$ cat config.mk
export PLATFORM = sky130hd
export DESIGN_NAME = sdram_line_fill_flat
export DESIGN_NICKNAME = d
export VERILOG_FILES = /design/src/rtl/sdram_fill_pkg.sv /design/src/rtl/sdram_line_fill_if.sv /design/src/rtl/sdram_hw_packer.sv /design/src/rtl/sdram_line_fill.sv /design/src/flat_wrapper.sv
export SDC_FILE = /design/constraint.sdc
export NUM_CORES = 1
export LEC_CHECK = 0
export CORE_MARGIN = 2
export CORE_UTILIZATION = 25
export DETAILED_ROUTE_END_ITERATION = 10
export GPL_TIMING_DRIVEN = 0
export PLACE_DENSITY = 0.58
export SYNTH_ARGS = -nofsm -noshare
export SYNTH_HDL_FRONTEND = slang
export SYNTH_SLANG_ARGS = --single-unit
$ cat constraint.sdc
create_clock -name clock -period 3.8 [get_ports clock]
set_clock_uncertainty 0.2 [all_clocks]
set_input_delay 0.38 -clock clock [delete_from_list [all_inputs] [get_ports clock]]
set_output_delay 0.38 -clock clock [all_outputs]
set_load 0.02 [all_outputs]
$ cat src/rtl/sdram_fill_pkg.sv
// Shared types and width helpers for the SDRAM line-fill engine.
package sdram_fill_pkg;

    typedef enum logic [1:0] {
        IDLE,
        REQ,
        DATA,
        DONE
    } state_t;

    localparam int LINE_WORDS_DEF = 4;
    localparam int LINE_HW        = 2 * LINE_WORDS_DEF;

    // Ceiling log2; returns 0 for v <= 1.
    function automatic int log2_ceil(input int v);
        int r;
        r = 0;
        while ((1 << r) < v) r++;
        return r;
    endfunction

endpackage

$ cat src/rtl/sdram_line_fill_if.sv
// Fill request, SDRAM burst and buffer write signals of the line-fill engine.
interface sdram_line_fill_if
    import sdram_fill_pkg::*;
#(
    parameter int AW         = 8,
    parameter int LINE_WORDS = LINE_WORDS_DEF,
    parameter int SA_W       = 25
) ();

    localparam int LINE_W = AW - log2_ceil(LINE_WORDS);

    logic              fill_req;
    logic [LINE_W-1:0] fill_line;
    logic [SA_W-1:0]   fill_addr;
    logic              busy;
    logic              fill_ack;
    logic              fill_err;

    logic              sd_req;
    logic [SA_W-1:0]   sd_addr;
    logic              sd_gnt;
    logic              sd_dv;
    logic [15:0]       sd_dat;

    logic              buf_we;
    logic [AW-1:0]     buf_addr;
    logic [31:0]       buf_dat;

    // master: the fill engine; slave: cache controller, SDRAM controller and buffer.
    modport master (
        input  fill_req, fill_line, fill_addr, sd_gnt, sd_dv, sd_dat,
        output busy, fill_ack, fill_err, sd_req, sd_addr, buf_we, buf_addr, buf_dat
    );

    modport slave (
        output fill_req, fill_line, fill_addr, sd_gnt, sd_dv, sd_dat,
        input  busy, fill_ack, fill_err, sd_req, sd_addr, buf_we, buf_addr, buf_dat
    );

endinterface

$ cat src/rtl/sdram_hw_packer.sv
// Packs big-endian halfword pairs into 32-bit words with a one-cycle valid strobe.
module sdram_hw_packer (
    input  logic        clock,
    input  logic        reset,
    input  logic        start,
    input  logic        take,
    input  logic        odd,
    input  logic [15:0] dat,
    output logic [31:0] word,
    output logic        valid
);

    logic [15:0] high;

    // NOTE: sequential state uses non-blocking assignments so every register samples pre-edge values.
    always_ff @(posedge clock or posedge reset) begin
        if (reset) begin
            high  <= '0;
            word  <= '0;
            valid <= 1'b0;
        end else begin
            valid <= take && odd;
            if (start) begin
                high <= '0;
            end else if (take && !odd) begin
                high <= dat;
            end
            if (take && odd) begin
                word <= {high, dat};
            end
        end
    end

endmodule

$ cat src/rtl/sdram_line_fill.sv
// Line-fill engine: one SDRAM burst per request, packed into buffer words, acked once.
module sdram_line_fill
    import sdram_fill_pkg::*;
#(
    parameter int AW         = 8,
    parameter int LINE_WORDS = LINE_WORDS_DEF,
    parameter int SA_W       = 25,
    parameter int TIMEOUT    = 64
) (
    input  logic               clock,
    input  logic               reset,
    sdram_line_fill_if.master  bus
);

    localparam int LW_W   = log2_ceil(LINE_WORDS);
    localparam int LINE_W = AW - LW_W;
    localparam int HW_N   = 2 * LINE_WORDS;
    localparam int HW_W   = log2_ceil(HW_N);
    localparam int OFF_W  = log2_ceil(LINE_WORDS * 4);
    localparam int TO_W   = log2_ceil(TIMEOUT + 1);
    localparam logic [SA_W-1:0] ADDR_MASK = ~SA_W'((1 << OFF_W) - 1);

    state_t            state, state_nxt;
    logic [LINE_W-1:0] line_q;
    logic [SA_W-1:0]   addr_q;
    logic [HW_W-1:0]   hw_cnt;
    logic [TO_W-1:0]   to_cnt;
    logic              all_rcvd;
    logic              err_q;
    logic [AW-1:0]     buf_addr_q;
    logic [31:0]       pack_word;
    logic              pack_valid;

    logic accept, dv_take, timeout_hit;

    // Requests are sampled whenever busy is low, which includes the ack cycle.
    assign accept      = bus.fill_req && (state == IDLE || state == DONE);
    assign dv_take     = (state == DATA) && bus.sd_dv && !all_rcvd;
    assign timeout_hit = (state == DATA) && !all_rcvd && !bus.sd_dv &&
                         (to_cnt == TO_W'(TIMEOUT - 1));

    always_ff @(posedge clock or posedge reset) begin
        if (reset) state <= IDLE;
        else       state <= state_nxt;
    end

    // NOTE: every always_comb output gets a default first so no latch is inferred.
    always_comb begin
        state_nxt = state;
        unique case (state)
            IDLE: if (accept) state_nxt = REQ;
            REQ:  if (bus.sd_gnt) state_nxt = DATA;
            DATA: if (all_rcvd || timeout_hit) state_nxt = DONE;
            DONE: state_nxt = accept ? REQ : IDLE;
            default: state_nxt = IDLE;
        endcase
    end

    always_comb begin
        bus.busy     = 1'b0;
        bus.sd_req   = 1'b0;
        bus.fill_ack = 1'b0;
        bus.fill_err = 1'b0;
        unique case (state)
            REQ: begin
                bus.busy   = 1'b1;
                bus.sd_req = 1'b1;
            end
            DATA: bus.busy = 1'b1;
            DONE: begin
                bus.fill_ack = 1'b1;
                bus.fill_err = err_q;
            end
            default: ;
        endcase
    end

    // Timeout counter only advances in DATA and restarts on every halfword.
    always_ff @(posedge clock or posedge reset) begin
        if (reset) begin
            line_q     <= '0;
            addr_q     <= '0;
            hw_cnt     <= '0;
            to_cnt     <= '0;
            all_rcvd   <= 1'b0;
            err_q      <= 1'b0;
            buf_addr_q <= '0;
        end else begin
            if (accept) begin
                line_q   <= bus.fill_line;
                addr_q   <= bus.fill_addr & ADDR_MASK;
                hw_cnt   <= '0;
                to_cnt   <= '0;
                all_rcvd <= 1'b0;
                err_q    <= 1'b0;
            end
            if (state == DATA) begin
                to_cnt <= bus.sd_dv ? '0 : to_cnt + TO_W'(1);
            end
            if (dv_take) begin
                hw_cnt <= hw_cnt + HW_W'(1);
                if (hw_cnt == HW_W'(HW_N - 1)) all_rcvd <= 1'b1;
                if (hw_cnt[0]) buf_addr_q <= {line_q, hw_cnt[HW_W-1:1]};
            end
            if (timeout_hit) err_q <= 1'b1;
        end
    end

    sdram_hw_packer u_packer (
        .clock (clock),
        .reset (reset),
        .start (accept),
        .take  (dv_take),
        .odd   (hw_cnt[0]),
        .dat   (bus.sd_dat),
        .word  (pack_word),
        .valid (pack_valid)
    );

    assign bus.sd_addr  = addr_q;
    assign bus.buf_we   = pack_valid;
    assign bus.buf_addr = buf_addr_q;
    assign bus.buf_dat  = pack_word;

endmodule

$ cat src/flat_wrapper.sv
// flat-port wrapper written by rule: the top's interface ports become plain ports
module sdram_line_fill_flat import sdram_fill_pkg::*;
#(
    parameter int AW         = 8,
    parameter int LINE_WORDS = LINE_WORDS_DEF,
    parameter int SA_W       = 25,
    parameter int TIMEOUT    = 64
)
  (clock, reset, bus_fill_req, bus_fill_line, bus_fill_addr, bus_sd_gnt, bus_sd_dv, bus_sd_dat, bus_busy, bus_fill_ack, bus_fill_err, bus_sd_req, bus_sd_addr, bus_buf_we, bus_buf_addr, bus_buf_dat);
  sdram_line_fill_if #(.AW(AW), .LINE_WORDS(LINE_WORDS), .SA_W(SA_W)) bus_i ();
  input  logic clock;
  input  logic reset;
  input wire logic [$bits(bus_i.fill_req)-1:0] bus_fill_req;
  input wire logic [$bits(bus_i.fill_line)-1:0] bus_fill_line;
  input wire logic [$bits(bus_i.fill_addr)-1:0] bus_fill_addr;
  input wire logic [$bits(bus_i.sd_gnt)-1:0] bus_sd_gnt;
  input wire logic [$bits(bus_i.sd_dv)-1:0] bus_sd_dv;
  input wire logic [$bits(bus_i.sd_dat)-1:0] bus_sd_dat;
  output wire logic [$bits(bus_i.busy)-1:0] bus_busy;
  output wire logic [$bits(bus_i.fill_ack)-1:0] bus_fill_ack;
  output wire logic [$bits(bus_i.fill_err)-1:0] bus_fill_err;
  output wire logic [$bits(bus_i.sd_req)-1:0] bus_sd_req;
  output wire logic [$bits(bus_i.sd_addr)-1:0] bus_sd_addr;
  output wire logic [$bits(bus_i.buf_we)-1:0] bus_buf_we;
  output wire logic [$bits(bus_i.buf_addr)-1:0] bus_buf_addr;
  output wire logic [$bits(bus_i.buf_dat)-1:0] bus_buf_dat;
  assign bus_i.fill_req = bus_fill_req;
  assign bus_i.fill_line = bus_fill_line;
  assign bus_i.fill_addr = bus_fill_addr;
  assign bus_i.sd_gnt = bus_sd_gnt;
  assign bus_i.sd_dv = bus_sd_dv;
  assign bus_i.sd_dat = bus_sd_dat;
  assign bus_busy = bus_i.busy;
  assign bus_fill_ack = bus_i.fill_ack;
  assign bus_fill_err = bus_i.fill_err;
  assign bus_sd_req = bus_i.sd_req;
  assign bus_sd_addr = bus_i.sd_addr;
  assign bus_buf_we = bus_i.buf_we;
  assign bus_buf_addr = bus_i.buf_addr;
  assign bus_buf_dat = bus_i.buf_dat;
  sdram_line_fill #(.AW(AW), .LINE_WORDS(LINE_WORDS), .SA_W(SA_W), .TIMEOUT(TIMEOUT)) u_core (.clock(clock), .reset(reset), .bus(bus_i));
endmodule
-- Word-level counts from Yosys, hierarchy flattened
Cells that the tools add are included.
Widths: inputs -> output; s select.
- bits in registers: 98
- input bits: 52
- output and inout bits: 70
- $add $sub $neg: 2
- equality and inequality tests: 8
- muxes and demuxes: 21
- reductions and logical operators: 21
- operator list (operator ; count):
    $mux 16 ; 2
    $mux 7 ; 3
    $mux 1 ; 10
    $logic_and 1x1->1 ; 8
    $pmux 2 s4 ; 1
    $reduce_bool 2->1 ; 4
    $add 7x1->7 const B ; 1
    $eq 7x6->1 const B ; 1
    $mux 2 ; 3
    $mux 3 ; 2
    $eq 2x2->1 const B ; 2
    $ne 2x1->1 const B ; 2
    $add 3x1->3 const B ; 1
    $eq 3x3->1 const B ; 1
    $logic_not 1->1 ; 3
    $reduce_and 3->1 ; 1
    $eq 2x1->1 const B ; 1
    $logic_not 2->1 ; 1
    $logic_or 1x1->1 ; 2
    $ne 2x2->1 const B ; 1
    $reduce_and 2->1 ; 1
    $reduce_or 2->1 ; 1

-- Depth between registers and ports, before layout
- depth in word-level cells: 7
- gate-level depth with buffers: 7
- mapped depth without buffers: 6

-- Hierarchy
From an unflattened synthesis, not the netlist that was laid out.
- cells, all modules: 355
- area total of the unflattened synthesis: 4234.1 um2
- by module, submodules not included (module ; times used ; cells each ; area an instance (um2) ; sequential area each (um2)):
    sdram_hw_packer ; 1 ; 142 ; 2145.8 ; 1226.2
    sdram_line_fill ; 1 ; 213 ; 2088.3 ; 1226.2

-- Least setup slack after synthesis
Ideal clock, no wire load.
- path type: reg2reg
- start: register u_core.state[0]
- end: register u_core.u_packer.high[0]
- data arrival time: 1755 ps
- path slack: 1780 ps
- stages on the path, launching flop included: 7
- path buffers: 1
- cell sequence: dfrtp_1 > inv_1 > ha_1 > and2b_1 > nor2_1 > buf_6 > a22o_1
- cells in the longest elaborated chain, start to end: 5
- elaborated cells between the ends (all ways): 10
- ends and longest elaborated chain (element ; RTL line ; source):
    from (decl) ; sdram_line_fill.sv:23 ; state_t state, state_nxt;
    from (signal assigned) ; sdram_line_fill.sv:44 ; else state <= state_nxt;
    $eq 2x2->1 ; sdram_line_fill.sv:38 ; assign dv_take = (state == DATA) && bus.sd_dv && !all_rcvd;
    $logic_and 1x1->1 (2 in series) ; sdram_line_fill.sv:38 ;
    $logic_and 1x1->1 ; sdram_hw_packer.sv:25 ; end else if (take && !odd) begin
    $reduce_bool 2->1 (no line) ; n/a ;
    to (signal assigned) ; sdram_hw_packer.sv:26 ; high <= dat;
    to (decl) ; sdram_hw_packer.sv:13 ; logic [15:0] high;
Several ways; a longest one is shown, not always the timed one.
A chain may end at the register's enable or synchronous reset.

-- Worst setup path in the final report
- start: register u_core.state[0]
- end: output port bus_busy
- cells in the longest elaborated chain, start to end: 3
- elaborated cells between the ends (all ways): 4
- ends and longest elaborated chain (element ; RTL line ; source):
    $eq 2x1->1 / $eq 2x2->1 (equally long branches) ; sdram_line_fill.sv:64 ; unique case (state)
    $reduce_or 2->1 (no line) * ; n/a ;
    $mux 1 * ; sdram_line_fill.sv:64 ;
    to (decl) ; flat_wrapper.sv:19 ; output wire logic [$bits(bus_i.busy)-1:0] bus_busy;
Mark *: on every way between the ends. The rest lies on a longest branch, timed or not.

==> results_dict.tcl <==
set metrics [dict create \
    syn_inst 324 \
    irDropWorstVdd_mv 0.326 \
    core_sq_um 15900 \
    seq_area_frac_synth 0.599 \
    area_growth_pct 42.5 \
    ant_nets 0 \
    cap_violations 0 \
    final_core_util 0.366 \
    busiest_layer "met2" \
    h-tree-depth 3 \
    clk_pin_slew_worst_paths_ns 0.07 \
    cts_tree "yes" \
    fin_tns_setup_ns 0 \
    relSlewSlack 0.546 \
    die_y_um 132 \
    hold_class "flop to flop" \
    seq_power_share 0.359 \
    cp_data_arrival_time_ns 1.85 \
    power_frac_clock 0.190 \
    synth_top_area_frac 0.599 \
    fin_crit_sh 0.640 \
    setup_viol 0 \
    worst_pin_slew_ns 0.678 \
    power_frac_comb 0.450 \
    cts_hold_buf 0 \
    internal_power_mw 3.07 \
    dp_hpwl_um 6780 \
    hold_violations 0 \
    path_class "flop to output pin" \
    grt_start_max_net_pins 51 \
    clock-sinks 98 \
    start_util 0.257 \
    antenna_found_initial 0 \
    power_density_nw_per_um2 822 \
    slew_viol_final 0 \
    critPathMaxFanout 5 \
    endpoint_kind "output pin" \
    synth_area_leaders "dfrtp_1 (60%), mux2_4 (14%), nand2_1 (8.3%)" \
    num_vias 2814 \
    yosysWarningCount 0 \
    use_met1 0.153 \
    cts_resized 0 \
    final_area_sq_um 5830 \
    worstPathRequired_ns 3.22 \
    power_mw 4.80 \
    gp_congestion 0.693 \
    n_antenna_cell 0 \
    drive_gt1_frac 0.166 \
    wl_per_cell_um 14.2 \
    port_buffers 113 \
    p_sw_frac 0.359 \
    yosysTopAreaCell "dfrtp_1" \
    overflow 0 \
    grt_pass1_vias 2981 \
    start_kind "flop" \
    fillerInstances 1543 \
    dieArea_sq_um 17400 \
    die_w_um 132 \
    status "complete, no violations" \
    async_flop_share 1.00 \
    period_needed_ns 2.43 \
    syn_avg_cell_area_sq_um 12.6 \
    grt_setup_unrepaired "false" \
    switching_power_mw 1.72 \
    synth_area_sq_um 4090 \
    placed_cell_area_sq_um 5540 \
    leakagePower_nw 2.85 \
    ys_ff_latch 98 \
    drt_iter0_drc 105 \
    grt_util_met3 0.0350 \
    synthFlopType "dfrtp_1" \
    clockRootBuffer "clkbuf_16" \
    numCtsBuffers 9 \
    ys_top_cells_by_count "dfrtp_1 (98), nand2_1 (91), mux2_4 (39)" \
    met2_usage 0.182 \
    clockBufferDepth 2 \
    pin_count 122 \
    synth_most_common_cell "dfrtp_1" \
    postCtsSetupBuffers 0 \
    rows 46 \
    final_nets 512 \
    grt_pass1_wl_um 16000 \
    drc 0 \
    clock_latency_ns 0.34 \
    synth-edff-count 0 \
    ys_types 33 \
    vias_per_cell 4.18 \
    dr.pass1.iters 4 \
    drt_wl_total_um 9580 \
    grt_usage 0.115 \
    max_freq_ghz 0.411 \
]
[layer usage]
metal  share of wire  vias up
met5               0        -
met4          0.0091        0
met3           0.055        6
met2            0.47       73
met1            0.46     1394
li1                -     1341
[state kept, by name (all words and copies together) (netlist names)]
name / cells
u_core.all_rcvd: 1
u_core.bus.buf_addr: 8
u_core.bus.sd_addr: 21
u_core.err_q: 1
u_core.hw_cnt: 3
u_core.line_q: 6
u_core.state: 2
u_core.to_cnt: 7
u_core.u_packer.high: 16
u_core.u_packer.valid: 1
u_core.u_packer.word: 32
[final cells by class]
| cell class | count | area, sq um | area share |
|---|---|---|---|
| timing repair buffer | 114 | 1160 | 0.199 |
| tap | 216 | 270 | 0.0463 |
| sequential | 98 | 2450 | 0.421 |
| inverter | 7 | 28.8 | 0.00493 |
| clock inverter | 6 | 66.3 | 0.0114 |
| clock buffer | 10 | 229 | 0.0393 |
| buffer | 16 | 120 | 0.0206 |
| multi-input combinational | 206 | 1510 | 0.258 |
[layout by cell type (no fill, tap or decap), types with 2 or more instances in the layout]
master           netlist  routed
inv_1                  7       6
buf_6                  5       5
clkbuf_1               3       4
buf_2                  3       3
ha_1                   8       8
clkdlybuf4s50_1        0     113
a31oi_1                2       2
nand2_1               91      91
dfrtp_1               98      98
nor2_1                 6       6
and3_1                 2       2
clkinv_4               0       2
mux2_4                39      39
buf_4                  5       5
a22o_1                17      17
nand3_1                4       4
clkbuf_16              0       9
conb_1                 1       4
clkinv_2               0       2
o21ai_0               12      12
nand4_1                3       3
and3_4                 2       2
nand2b_1               2       2
[power groups by stage]
stage          clock network (mW)  logic [mW]  registers, mW
2_1_floorplan                   0       0.920           2.06
3_3_place_gp                    0        2.15           1.72
3_5_place_dp                    0        2.19           1.74
4_1_cts                     0.948        2.20           1.73
5_1_grt                     0.993        2.34           1.79
6_report                    0.914        2.16           1.72
[cell families after synthesis]
family,share of synthesized area
adder cells (fa/ha/maj),0.0245
buffers and inverters,0.0358
other,0.000916
AO/OA/AOI/OAI,0.0623
XOR/XNOR,0.00214
multiplexers,0.151
flip-flops,0.599
AND/OR/NAND/NOR,0.124
[critical path: stages (launching register included)]
cell and delay, ns:
dfrtp_1 0.41, inv_1 0.12, ha_1 0.35, clkdlybuf4s50_1 0.64
[metrics by stage]
step                      hold WS, ns  instances  setup slack [ns]
final                           0.271        673              1.37
after global routing            0.297        673              1.25
after CTS                       0.279        673              1.34
after detailed placement        0.261        657              1.43
after global placement          0.259        656            -0.917
after floorplan                 0.241        327             0.658
[worst paths after layout]
| check | slack [ns] | from | cells past startpoint | to |
|---|---|---|---|---|
| max | 1.37 | u_core.state[0]$_DFFE_PP0P_ | 3 | bus_busy |
| min | 0.27 | u_core.bus.sd_addr[16]$_DFFE_PP0P_ | 2 | u_core.bus.sd_addr[16]$_DFFE_PP0P_ |
| max reg2reg | 1.43 | u_core.state[0]$_DFFE_PP0P_ | 6 | u_core.u_packer.high[8]$_DFFE_PP0P_ |
| min reg2reg | 0.27 | u_core.bus.sd_addr[16]$_DFFE_PP0P_ | 2 | u_core.bus.sd_addr[16]$_DFFE_PP0P_ |
| max in group asynchronous | 2.44 | reset | 3 | u_core.bus.sd_addr[12]$_DFFE_PP0P_ |
| min in group asynchronous | 0.29 | reset | 2 | u_core.u_packer.word[3]$_DFFE_PP0P_ |
No activity file was read; power rests on OpenSTA's default activity.
